===== config.mk =====
export PLATFORM = sky130hd
export DESIGN_NAME = dmem_arbiter
export DESIGN_NICKNAME = d
export VERILOG_FILES = /design/src/rtl/dmem_arbiter.sv
export SDC_FILE = /design/constraint.sdc
export NUM_CORES = 1
export LEC_CHECK = 0
export ABC_CLOCK_PERIOD_IN_PS = 2000
export CORE_AREA = 2 2 105 82
export CTS_CLUSTER_DIAMETER = 120
export CTS_CLUSTER_SIZE = 8
export DETAILED_ROUTE_END_ITERATION = 10
export DIE_AREA = 0 0 107 84
export HOLD_SLACK_MARGIN = 0.02
export PLACE_DENSITY_LB_ADDON = 0.25
export SYNTH_ARGS = -nofsm -noshare
export SYNTH_HDL_FRONTEND = slang
export SYNTH_SLANG_ARGS = --single-unit
export TNS_END_PERCENT = 10

===== constraint.sdc =====
create_clock -name clka -period 2 [get_ports clka]
set_clock_uncertainty 0.05 [all_clocks]
set_input_delay 0.2 -clock clka [delete_from_list [all_inputs] [get_ports clka]]
set_output_delay 0.2 -clock clka [all_outputs]
set_load 0.01 [all_outputs]

===== src/rtl/dmem_arbiter.sv =====
// Data-memory arbiter: the CPU load/store path owns the port by default, and host bursts fill idle cycles.
// A starvation counter forces a one-cycle CPU stall so that a pending host beat always makes progress.
module dmem_arbiter #(
  parameter int unsigned MAX_WAIT = 4
) (
  input  logic        clka,
  input  logic        rst,
  input  logic        cpu_en,
  input  logic        cpu_we,
  input  logic [7:0]  cpu_addr,
  input  logic [15:0] cpu_din,
  output logic [15:0] cpu_dout,
  output logic        cpu_stall,
  input  logic        hst_req,
  input  logic        hst_we,
  input  logic [7:0]  hst_addr,
  input  logic [7:0]  hst_len,
  input  logic [15:0] hst_wdata,
  output logic        hst_wready,
  output logic [15:0] hst_rdata,
  output logic        hst_rvalid,
  output logic        hst_done,
  output logic        mem_wea,
  output logic [7:0]  mem_addra,
  output logic [15:0] mem_dina,
  input  logic [15:0] mem_douta
);

  typedef enum logic [1:0] {IDLE, BURST, DONE} state_t;

  localparam logic [7:0] MaxWait = 8'(MAX_WAIT);

  state_t      state_q, state_d;
  logic        dir_q, dir_d;
  logic [7:0]  addr_q, addr_d;
  logic [7:0]  rem_q, rem_d;
  logic [7:0]  wait_cnt_q, wait_cnt_d;
  logic [15:0] rdata_q, rdata_d;
  logic        rvalid_q, rvalid_d;
  logic        forced;
  logic        host_slot;

  always_comb begin
    state_d    = state_q;
    dir_d      = dir_q;
    addr_d     = addr_q;
    rem_d      = rem_q;
    wait_cnt_d = wait_cnt_q;
    rdata_d    = rdata_q;
    rvalid_d   = 1'b0;

    forced    = (state_q == BURST) && (wait_cnt_q == MaxWait);
    host_slot = (state_q == BURST) && (!cpu_en || (wait_cnt_q == MaxWait));

    unique case (state_q)
      IDLE: begin
        if (hst_req) begin
          dir_d      = hst_we;
          addr_d     = hst_addr;
          rem_d      = hst_len;
          wait_cnt_d = '0;
          state_d    = BURST;
        end
      end
      BURST: begin
        if (host_slot) begin
          addr_d     = addr_q + 8'd1;
          rem_d      = rem_q - 8'd1;
          wait_cnt_d = '0;
          if (!dir_q) begin
            rdata_d  = mem_douta;
            rvalid_d = 1'b1;
          end
          if (rem_q == 8'd0) state_d = DONE;
        end else begin
          wait_cnt_d = wait_cnt_q + 8'd1;
        end
      end
      DONE: state_d = IDLE;
      default: state_d = IDLE;
    endcase

    // Outputs with a memory or handshake side effect are gated by rst so an aborted burst goes quiet at once.
    mem_addra  = host_slot ? addr_q : cpu_addr;
    mem_dina   = host_slot ? hst_wdata : cpu_din;
    mem_wea    = !rst && (host_slot ? dir_q : (cpu_en && cpu_we));
    hst_wready = !rst && host_slot && dir_q;
    cpu_stall  = !rst && forced && cpu_en;
    hst_done   = !rst && (state_q == DONE);
  end

  assign cpu_dout   = mem_douta;
  assign hst_rdata  = rdata_q;
  assign hst_rvalid = rvalid_q;

  always_ff @(posedge clka) begin
    if (rst) begin
      state_q    <= IDLE;
      dir_q      <= 1'b0;
      addr_q     <= '0;
      rem_q      <= '0;
      wait_cnt_q <= '0;
      rdata_q    <= '0;
      rvalid_q   <= 1'b0;
    end else begin
      state_q    <= state_d;
      dir_q      <= dir_d;
      addr_q     <= addr_d;
      rem_q      <= rem_d;
      wait_cnt_q <= wait_cnt_d;
      rdata_q    <= rdata_d;
      rvalid_q   <= rvalid_d;
    end
  end

endmodule


## After elaboration in Yosys (flattened, before gate mapping)

Index checks and enable logic that the tools add are counted.

| word-level totals | value |
|---|---|
| flip-flop bits (word level) | 44 |

| operators by class | value |
|---|---|
| reduce and logical (&&, ||, !) cells | 21 |
| multiplexer cells | 17 |
| add/sub/neg operators | 3 |
| bitwise logic cells | 3 |
| equal/unequal tests | 6 |

Operator list:

| kind | count |
|---|---|
| two-way mux 8 bit | 7 |
| one-hot mux 8 bit (2 select lines) | 3 |
| adder 8 x 1 -> 8 bit (second input constant) | 2 |
| two-way mux 16 bit | 1 |
| logical AND 1 bit | 9 |
| AND reduction 3 bit | 3 |
| == test 8 x 3 -> 1 bit (second input constant) | 1 |
| logical NOT 8 bit | 1 |
| subtractor 8 x 1 -> 8 bit (second input constant) | 1 |
| two-way mux 2 bit | 3 |
| inequality test 2 bit (second input constant) | 2 |
| one-hot mux 2 bit (2 select lines) | 1 |
| AND reduction 2 bit | 2 |
| NOT 1 bit | 3 |
| OR reduction 3 bit | 1 |
| == test 2 x 1 -> 1 bit (second input constant) | 1 |
| == test 2 bit (second input constant) | 1 |
| logical NOT 1 bit | 2 |
| logical NOT 2 bit | 1 |
| two-way mux 1 bit | 2 |
| inequality test 2 x 1 -> 1 bit (second input constant) | 1 |
| nonzero test 2 bit | 1 |
| logical OR 1 bit | 1 |

## Logic depth before layout (Yosys ltp)

Gate-level depths: netlist (run 1).

| depth | value |
|---|---|
| depth after elaboration | 5 |
| gate-level depth with buffers | 7 |
| depth with buffers taken out | 6 |

## Least setup slack after synthesis (run 1)

OpenSTA, ideal clock, no wires.

| timing | value |
|---|---|
| path kind | flip-flop to output port |
| start | register wait_cnt_q[0] |
| end | output mem_wea |
| stages on the path, launching flop included | 8 |
| arrival time | 1.898 ns |
| buffers on the path | 1 |
| path slack | -0.148 ns |
| cell sequence | dfxtp_1 > inv_1 > ha_1 > nor4b_1 > a21boi_1 > clkbuf_1 > nor3_1 > a211oi_1 |

| on the way | value |
|---|---|
| cells in the longest elaborated chain, start to end | 5 |

Ends and longest elaborated chain:

| item | line | text |
|---|---|---|
| start, declared | 37 | `logic [7:0] wait_cnt_q, wait_cnt_d;` |
| start signal, assigned | 110 | `wait_cnt_q <= wait_cnt_d;` |
| == test 8 x 3 -> 1 bit | 53 | `host_slot = (state_q == BURST) && (!cpu_en \|\| (wait_cnt_q == MaxWait));` |
| logical OR 1 bit | 53 |  |
| logical AND 1 bit | 53 |  |
| two-way mux 1 bit | 86 | `mem_wea = !rst && (host_slot ? dir_q : (cpu_en && cpu_we));` |
| logical AND 1 bit | 86 |  |
| end, declared | 23 | `output logic mem_wea,` |

No other way between the ends.

## Final worst setup path (run 1)

| timing | value |
|---|---|
| start | register wait_cnt_q[1] |
| end | output mem_dina[13] |

| on the way | value |
|---|---|
| cells in the longest elaborated chain, start to end | 4 |

Ends and longest elaborated chain:

| item | line | text |
|---|---|---|
| == test 8 x 3 -> 1 bit | 53 |  |
| logical OR 1 bit | 53 |  |
| logical AND 1 bit | 53 |  |
| two-way mux 16 bit | 85 | `mem_dina = host_slot ? hst_wdata : cpu_din;` |
| end, declared | 25 | `output logic [15:0] mem_dina,` |

No other way between the ends.

==> summary.md, run 1 <==
| Metric | Value |
|---|---|
| # clock sinks | 44 |
| Rel. slew slack | 68.4% |
| Port-buffer cells | 138 |
| Asr flop ratio synth | 0% |
| Starting Density | 35.4% |
| Seq pwr share | 37.0% |
| Yosys top cell by area | dfxtp_1 |
| Max Buffers Root-to-Sink | 2 |
| Row count | 29 |
| Synth Area in XOR/XNOR | 0% |
| CP max FO | 24 |
| # fillers | 732 |
| Max Cap Viol | 0 |
| Post-synthesis cell count | 330 |
| PwrDens | 583 nW/um2 |
| Placement Cell Area | 4460 um2 |
| Total number of vias | 3081 |
| Initial antenna violation count | 0 |
| Sw Share | 29.3% |
| Total negative slack | -10400 ps |
| Reg2Reg Setup Slack | 90 ps |
| TritonCTS clock tree | yes |
| Post-Route WL | 8960 um |
| 1st-iter DRT viols | 134 |
| RSZ-0062 raised after global routing | yes |
| Nets@finish | 549 |
| Maximum number of pins on one net before global-route repair | 49 |
| Clk slew on worst S/H paths | 90 ps |
| Fin area | 4620 um2 |
| Area delta synth->final | 61.3% |
| Root buf cell | clkbuf_8 |
| Min Hold Slack | 320 ps |
| Synth top area cells | dfxtp_1 31%, mux2_4 8.4%, a21oi_1 5.9% |
| FF-to-FF path depth | 8 |
| Largest family of logic cells by synthesized area | compound AO/OA/AOI/OAI gates |
| RR Startpoint | wait_cnt_q[1] |
| Fmax | 413 MHz |
| Die span in x | 107 um |
| Final Worst Setup Slack | -423 ps |
| Placer Congestion | 0.813 |
| GR Overflow Total | 0 |
| Net count after synthesis | 413 |
| Vias in the first global route | 3050 |
| Synth Register Bits | 44 |
| Startpoint Class | flop |
| Minimum clock period | 2420 ps |
| Core ar. | 8090 um2 |
| Final Hold Viols | 0 |
| Ports | 139 |
| Mapped Avg Cell Area | 8.68 um2 |
| Worst-skew pair later-pin latency | 300 ps |
| Worst-margin pin slew | 474 ps |
| Hold Path Origin | rst |
| Iteration count of the initial detailed-routing pass | 4 |
| Worst r2r dst | hst_rdata[8] |
| Global-route wire length before repair | 14300 um |
| N_diodes | 0 |
| CP arrival | 2170 ps |
| WL per Instance | 15.6 um |
| Switching Power | 0.789 mW |
| Failing checks | setup timing |
| Share of cells above drive strength 1 | 25.3% |
| Maximum VDD drop | 294 uV |
| Hold Path Sink | wait_cnt_q[0] |
| DR vias/cell | 5.36 |
| Worst hold-check path type | primary input to flop |
| Share of the synthesized area in the top cell type | 30.7% |
| Die Y | 84 um |
| Number of H-tree levels | 2 |
| Status | complete, but fails checks |
| Mapped Area | 2870 um2 |
| DRC viols | 0 |
| Logic pwr share | 34.7% |
| Pint | 1.90 mW |
| Simple-gate share of the synthesized area | 20.8% |
| Final setup fails | 27 |
| Primary FF master, synth | dfxtp_1 |
| Crit end category | primary output |
| ANT nets after route | 0 |
| Area fraction in compound gates after synthesis | 24.0% |
| Pins Over Slew Limit | 0 |
| CTS Buf Count | 5 |
| Total track usage | 19.3% |
| Final worst-path cycle share | 121% |
| Seq/Total Area, Yosys | 30.7% |
| Number of synthesis warnings | 0 |
| Worst hold stages | 3 |
| Library cells used by synthesis | 48 |
| Dpl hpwl | 6280 um |
| Worst endpoint required time | 1750 ps |
| Critical path type | flop to primary output |
| Number of synthesized flops with an enable pin | 0 |
| Leakage | 1.82 nW |
| Post-synthesis adder-cell area fraction | 2.18% |
| Die area | 8990 um2 |
| Clock network power share | 28.3% |
| Post-synthesis mux area share | 12.6% |
stage by stage:
| step | power, mW | util [%] | worst slack (ps) | cells |
|---|---|---|---|---|
| 2_1_floorplan | 1.49 | - | -47.6 | 330 |
| 3_3_place_gp | 1.92 | 55.1 | -390 | 566 |
| 3_5_place_dp | 1.93 | 55.1 | -435 | 566 |
| 4_1_cts | 2.71 | 56.8 | -551 | 574 |
| 5_1_grt | 2.82 | 57.1 | -503 | 575 |
| 6_report | 2.69 | 57.1 | -423 | 575 |
final cells by class:
| class | instances | area, um2 | share of cell area (%) |
|---|---|---|---|
| clock buffers | 7 | 96.3 | 2.09 |
| clock inverters | 1 | 30.0 | 0.650 |
| inverters | 5 | 18.8 | 0.406 |
| multi-input cells | 235 | 1760 | 38.2 |
| flip-flops and latches | 44 | 883 | 19.1 |
| well taps | 108 | 135 | 2.92 |
| repair buffers | 175 | 1690 | 36.7 |
critical path: stages (launching register included):
cell and delay [ps]:
dfxtp_2 330, inv_2 60, ha_4 130, or4b_4 480, o21ai_4 180, nand2_4 70
buf_12 170, mux2_4 310, clkbuf_2 130
timing repair:
action	4_1_cts	5_1_grt
resized for setup	125	8
setup endpoints to repair	33	36
pin swaps	0	0
hold buffers	0	0
setup buffers	0	1
endpoints found under the hold margin	0	0
registers in the layout (all words and copies together) (netlist names):
name	count
hst_rdata	16
rem_q	8
dir_q	1
state_q	2
addr_q	8
wait_cnt_q	8
hst_rvalid	1
power by group through the flow:
stage / registers (mW) / logic [mW] / clock network, mW
2_1_floorplan: 1.00 / 0.486 / 0
3_3_place_gp: 1.01 / 0.902 / 0
3_5_place_dp: 1.01 / 0.916 / 0
4_1_cts: 0.995 / 0.932 / 0.780
5_1_grt: 1.01 / 1.01 / 0.806
6_report: 0.996 / 0.935 / 0.762
synth_stat cells (2+ instances only):
cell and n:
nand3_1 9, and3_1 5, buf_6 3, nor3b_1 7
nand2b_1 4, o31ai_1 20, buf_4 16, a211oi_1 6
ha_1 5, clkbuf_1 23, dfxtp_1 44, nor2_1 14
buf_1 2, a41oi_1 2, buf_2 2, a21oi_1 34
mux2_2 9, nand4b_1 17, inv_1 5, nor4_1 3
nor3_1 13, mux2_4 16, a22oi_1 3, a311oi_1 7
nand2_1 22, o32ai_1 6, a31oi_1 6, a211o_1 3
o21ai_0 4, mux2i_1 2
cells by family after synthesis:
family	count (synthesis)
simple gates	103
compound gates	100
fa+ha+maj	5
mux	27
flops	44
buf+inv	51
routing by layer:
metal,vias to the layer above,global-route usage [%],routed length (um)
li1,1518,-,-
met1,1437,26.1,4000
met2,116,30.4,4160
met3,10,5.31,716
met4,0,5.08,94
met5,-,0,0
worst max path at each step:
| stage | start | to | cells after the start | slack, ps |
|---|---|---|---|---|
| floorplan | wait_cnt_q[0] | mem_addra[6] | 7 | -50 |
| global placement | wait_cnt_q[1] | mem_dina[7] | 8 | -390 |
| detailed placement | wait_cnt_q[0] | mem_dina[13] | 8 | -440 |
| CTS | wait_cnt_q[0] | cpu_stall | 5 | -550 |
| global route | wait_cnt_q[0] | mem_dina[13] | 8 | -500 |
| finish | wait_cnt_q[1] | mem_dina[13] | 8 | -420 |
layout by cell type (no fill, tap or decap), drive strengths merged, types with 7 or more instances in the layout:
| cell | synthesis | layout |
|---|---|---|
| a21oi | 34 | 34 |
| nand3 | 9 | 9 |
| a311oi | 7 | 7 |
| clkbuf | 23 | 9 |
| o31ai | 20 | 20 |
| nand2 | 23 | 23 |
| clkdlybuf4s50 | 0 | 110 |
| nor2 | 14 | 14 |
| nor3b | 7 | 7 |
| dfxtp | 44 | 44 |
| mux2 | 25 | 25 |
| nor3 | 13 | 13 |
| buf | 23 | 63 |
| nand4b | 17 | 17 |
No activity file was read; power rests on OpenSTA's default activity.
==> run 2, diff against run 1 <==
- PLACE_DENSITY: not set -> 0.85
- PLACE_DENSITY_LB_ADDON: 0.25 -> not set
==> run 2 against run 1 <==
The flow still finishes with violations (setup timing). Highest routed layer unchanged. Critical path type unchanged. Total power shrank 10%. Worst hold slack gained 2.6 ps. Count of clock-buffer cells in the layout shrank 2. Global-route usage grew 0.48 points. First-iteration DRC count grew 16%.
==> summary.md, run 2 (synthesis results as in run 1) <==
| Metric | Value |
|---|---|
| GRT met2 Usage | 33.2% |
| Final Hold Viols | 0 |
| Total negative slack | -10400 ps |
| CTS Buf Count | 5 |
| Reg2Reg Setup Slack | 130 ps |
| GR Overflow Total | 0 |
| Min Hold Slack | 323 ps |
| CP arrival | 2170 ps |
| Startpoint Class | flop |
| Crit end category | primary output |
| GR Util met1 | 24.5% |
| Root buf cell | clkbuf_8 |
| DRC viols | 0 |
| Commonest non-fill, non-tap cells in the layout | 110 x clkdlybuf4s50_1, 42 x dfxtp_1, 35 x buf_4, 33 x a21oi_1, 24 x buf_6 |
| Global-route wire length before repair | 14700 um |
| DP Worst Slack | -466 ps |
| ANT nets after route | 0 |
| Grt peak-use layer | met2 |
| Starting Density | 35.4% |
| Dpl hpwl | 6830 um |
| Worst-skew pair later-pin latency | 290 ps |
| Worst hold stages | 3 |
| Worst-margin pin slew | 451 ps |
| Critical path type | flop to primary output |
| Minimum clock period | 2420 ps |
| Total power | 2.42 mW |
| Area delta synth->final | 58.4% |
| PwrDens | 533 nW/um2 |
| Maximum number of pins on one net before global-route repair | 44 |
| # clock sinks | 44 |
| Placer Congestion | 0.877 |
| Met3 usage | 7.03% |
| Vias in the first global route | 3126 |
| Number of flip-flops in the largest register | 16 |
| # fillers | 726 |
| Worst hold-check path type | primary input to flop |
| Total number of vias | 3118 |
| Initial antenna violation count | 0 |
| Hold Path Origin | rst |
| Hold buffers post-CTS | 0 |
| Ports | 139 |
| Maximum VDD drop | 348 uV |
| Iteration count of the initial detailed-routing pass | 4 |
| Rel. slew slack | 69.9% |
| Port-buffer cells | 138 |
| Nets@finish | 549 |
| Leakage | 1.78 nW |
| Number of H-tree levels | 2 |
| Die span in x | 107 um |
| Max Buffers Root-to-Sink | 2 |
| Final worst-path cycle share | 121% |
| Die Y | 84 um |
| Hold Path Sink | rem_q[4] |
| Fmax | 413 MHz |
| WL per Instance | 15.8 um |
| Row count | 29 |
| Post-Route WL | 9050 um |
| Status | complete, but fails checks |
| Storage element area | 883 um2 |
| Multi-input logic area | 1750 um2 |
| FF-to-FF path depth | 8 |
| N_diodes | 0 |
| Max Cap Viol | 0 |
| Core ar. | 8090 um2 |
| RR Startpoint | wait_cnt_q[0] |
| Most common cell after layout, fill and taps aside | clkdlybuf4s50_1 |
| Worst r2r dst | hst_rdata[8] |
| Worst endpoint required time | 1750 ps |
| Final Worst Setup Slack | -419 ps |
| RSZ-0062 raised after global routing | yes |
| DR vias/cell | 5.45 |
| Pins Over Slew Limit | 0 |
| Share of cells above drive strength 1 | 24.4% |
| Failing checks | setup timing |
| Total track usage | 19.8% |
| CP max FO | 24 |
| TritonCTS clock tree | yes |
| 1st-iter DRT viols | 156 |
| Die area | 8990 um2 |
| Final setup fails | 27 |
| Clk slew on worst S/H paths | 80 ps |
## run 2: cell types whose count changed in the layout (fill, tap and decap cells not counted), sizes merged
cell and delta:
bufinv -1, clkbuf -2
## run 2: power breakdown
| part | switching [mW] | internal (mW) | leakage [nW] |
|---|---|---|---|
| combinational | 0.406 | 0.517 | 1.38 |
| sequential | 0.0599 | 0.936 | 0.361 |
| clock | 0.275 | 0.226 | 0.0359 |
| total | 0.741 | 1.68 | 1.78 |
## run 2: timing repair
action	CTS	global route
setup endpoints to repair	27	51
cloned	0	0
pin swaps	1	1
buffers inserted	1	0
gates resized for setup	125	7
## run 2: worst max-delay path by stage
stage	start	endpoint	slack (ps)	cells after the start
final	wait_cnt_q[0]	mem_dina[3]	-420	8
after global routing	wait_cnt_q[0]	mem_dina[11]	-520	8
after CTS	wait_cnt_q[0]	cpu_stall	-560	5
after detailed placement	wait_cnt_q[0]	mem_dina[11]	-470	8
after global placement	wait_cnt_q[1]	mem_dina[3]	-390	8
after floorplan	wait_cnt_q[0]	mem_addra[6]	-50	7
## run 2: per-stage QoR
step | util [%] | instances | instance area [um2]
CTS | 56.0 | 572 | 4530
global placement | 54.8 | 566 | 4430
finish | 56.1 | 572 | 4540
floorplan | - | 330 | 2900
detailed placement | 54.8 | 566 | 4430
global route | 56.1 | 572 | 4540
## run 2: layout make-up
class,instances,share of cell area (%)
Inverter,5,0.414
Clock buffer,5,1.52
Timing Repair Buffer,175,37.0
Sequential cell,44,19.5
Tap cell,108,2.98
Multi-Input combinational cell,235,38.6
## run 2: routing by layer
metal | wire length (um) | up-vias
met5 | 0 | -
met4 | 79 | 0
met3 | 846 | 8
met2 | 4340 | 136
met1 | 3790 | 1467
li1 | - | 1507
## run 2: worst max-delay path: stages (launching register included)
cell     delay, ps
dfxtp_2        330
inv_2           70
ha_4           120
or4b_4         480
o21ai_4        190
nand2_4         80
buf_12         170
mux2_4         310
buf_6          120
==> run 3, diff against run 2 <==
- CELL_PAD_IN_SITES_DETAIL_PLACEMENT: not set -> 1
- CELL_PAD_IN_SITES_GLOBAL_PLACEMENT: not set -> 2
- CORE_AREA: 2 2 105 82 -> 2 2 142 109
- DIE_AREA: 0 0 107 84 -> 0 0 144 111
- PLACE_DENSITY: 0.85 -> 0.84
==> run 3 against run 2 <==
The flow still finishes with violations (setup timing). Global-route usage down 5.7 points. Die area grew 78%. Critical path depth stayed put. Combinational power rose by 5.6%. Sequential power is essentially flat. Wire length rose by 25%. Final cell count is 18% higher. Total power increased by 21%.
==> summary.md, run 3 (synthesis results as in run 1) <==
| Metric | Value |
|---|---|
| Critical path type | flop to primary output |
| WL per Instance | 16.7 um |
| Final Non-Filler Cells | 676 |
| 1st-iter DRT viols | 105 |
| Clock network power share | 32.4% |
| Commonest non-fill, non-tap cells in the layout | 110 x clkdlybuf4s50_1, 42 x dfxtp_1, 39 x buf_4, 34 x a21oi_1, 24 x buf_6 |
| Max Buffers Root-to-Sink | 2 |
| RSZ-0062 raised after global routing | yes |
| Critical-path cell list | inv_2, ha_4, or4b_4, o21ai_4, nand2_4, buf_12, mux2_4, clkbuf_2 |
| Min Hold Slack | 403 ps |
| Worst-margin pin slew | 489 ps |
| Row count | 39 |
| Ports | 139 |
| Vias in the first global route | 3416 |
| DRC viols | 0 |
| Root buf cell | clkbuf_16 |
| Final Worst Setup Slack | -419 ps |
| DR vias/cell | 4.69 |
| CTS Buf Count | 5 |
| Total negative slack | -10280 ps |
| Dpl hpwl | 8430 um |
| Hold Path Sink | dir_q |
| CP arrival | 2170 ps |
| Pins Over Slew Limit | 0 |
| Die Y | 111 um |
| Total track usage | 14.1% |
| CP peak stage delay | 470 ps |
| Placed cell count | 665 |
| TritonCTS clock tree | yes |
| ANT nets after route | 0 |
| Maximum number of pins on one net before global-route repair | 44 |
| Most common cell after layout, fill and taps aside | clkdlybuf4s50_1 |
| Total number of vias | 3173 |
| Reg2Reg Setup Slack | 140 ps |
| Core ar. | 14800 um2 |
| Worst hold stages | 3 |
| Worst-skew pair later-pin latency | 290 ps |
| Max Cap Viol | 0 |
| Switching Power | 0.862 mW |
| Sw Share | 29.5% |
| Minimum clock period | 2420 ps |
| Nets@finish | 553 |
| Seq pwr share | 34.2% |
| # fillers | 1709 |
| Fmax | 413 MHz |
| N_diodes | 0 |
| Final Hold Viols | 0 |
| Starting Density | 19.4% |
| Worst hold-check path type | primary input to flop |
| Pint | 2.06 mW |
| Die area | 16000 um2 |
| Worst endpoint required time | 1750 ps |
| Clk slew on worst S/H paths | 70 ps |
| Maximum VDD drop | 311 uV |
| FF-to-FF path depth | 8 |
| Logic pwr share | 33.4% |
| Number of H-tree levels | 2 |
| CP max FO | 19 |
| Rel. slew slack | 67.4% |
| Initial antenna violation count | 0 |
| Area delta synth->final | 69.0% |
| Placer Congestion | 0.807 |
| Total power | 2.92 mW |
| Number of flip-flops in the largest register | 16 |
| Hold Path Origin | rst |
| CP max stage cell | or4b_4 |
| Leakage | 1.85 nW |
| Post-Route WL | 11300 um |
| GR Overflow Total | 0 |
| Hold buffers post-CTS | 0 |
| Failing checks | setup timing |
| Startpoint Class | flop |
| Final worst-path cycle share | 121% |
| Share of cells above drive strength 1 | 26.8% |
| Port-buffer cells | 138 |
| Die span in x | 144 um |
| Worst r2r dst | hst_rdata[5] |
| RR Startpoint | wait_cnt_q[0] |
| Status | complete, but fails checks |
| Final setup fails | 27 |
| Global-route wire length before repair | 18000 um |
| Crit end category | primary output |
| # clock sinks | 44 |
| Iteration count of the initial detailed-routing pass | 4 |
| PwrDens | 603 nW/um2 |
## run 3: what timing repair did
| action | 4_1_cts | 5_1_grt |
|---|---|---|
| setup endpoints to repair | 35 | 56 |
| buffers inserted | 2 | 1 |
| gates resized for setup | 128 | 10 |
| pin swaps | 0 | 2 |
| cloned | 0 | 0 |
## run 3: power by group through the flow
stage,sequential (mW),clock [mW],combinational [mW]
2_1_floorplan,1.00,0,0.486
5_1_grt,1.01,1.02,1.07
3_3_place_gp,1.01,0,0.922
4_1_cts,0.999,0.977,0.967
3_5_place_dp,1.02,0,0.948
6_report,1.00,0.947,0.975
## run 3: worst max-delay path by stage
stage	end	startpoint	cells after the start
finish	mem_dina[2]	wait_cnt_q[0]	8
global route	mem_dina[2]	wait_cnt_q[0]	8
CTS	mem_dina[2]	wait_cnt_q[0]	8
detailed placement	mem_dina[13]	wait_cnt_q[0]	8
global placement	mem_dina[6]	wait_cnt_q[0]	8
floorplan	mem_addra[6]	wait_cnt_q[0]	7
## run 3: worst max-delay path: cells and delay by family, from the launching register on
| family | cells | cell delay, ps |
|---|---|---|
| compound gates | 1 | 190 |
| fa+ha+maj | 1 | 120 |
| buf+inv | 3 | 370 |
| flops | 1 | 330 |
| mux | 1 | 300 |
| simple gates | 2 | 560 |
## run 3: area by class of cell
type                    count  area, um2  area share, %
clock buffers               5        125           2.58
clock inverters             3       42.5          0.878
inverters                   5       18.8          0.387
multi-input cells         235       1790           37.0
flip-flops and latches     44        883           18.2
well taps                 205        256           5.30
repair buffers            179       1720           35.6
## run 3: through the flow
| step | area [um2] | worst slack (ps) | utilization (%) |
|---|---|---|---|
| global placement | 4580 | -418 | 31.0 |
| CTS | 4790 | -552 | 32.4 |
| global route | 4840 | -513 | 32.8 |
| finish | 4840 | -419 | 32.8 |
| floorplan | 2900 | -47.6 | - |
| detailed placement | 4580 | -466 | 31.0 |
## run 3: per-layer routing
layer,routed length (um),vias to the layer above,track usage (%)
met1,4920,1534,18.0
met4,122,0,2.55
met2,5330,109,23.5
li1,-,1519,-
met5,0,-,0
met3,895,11,4.41
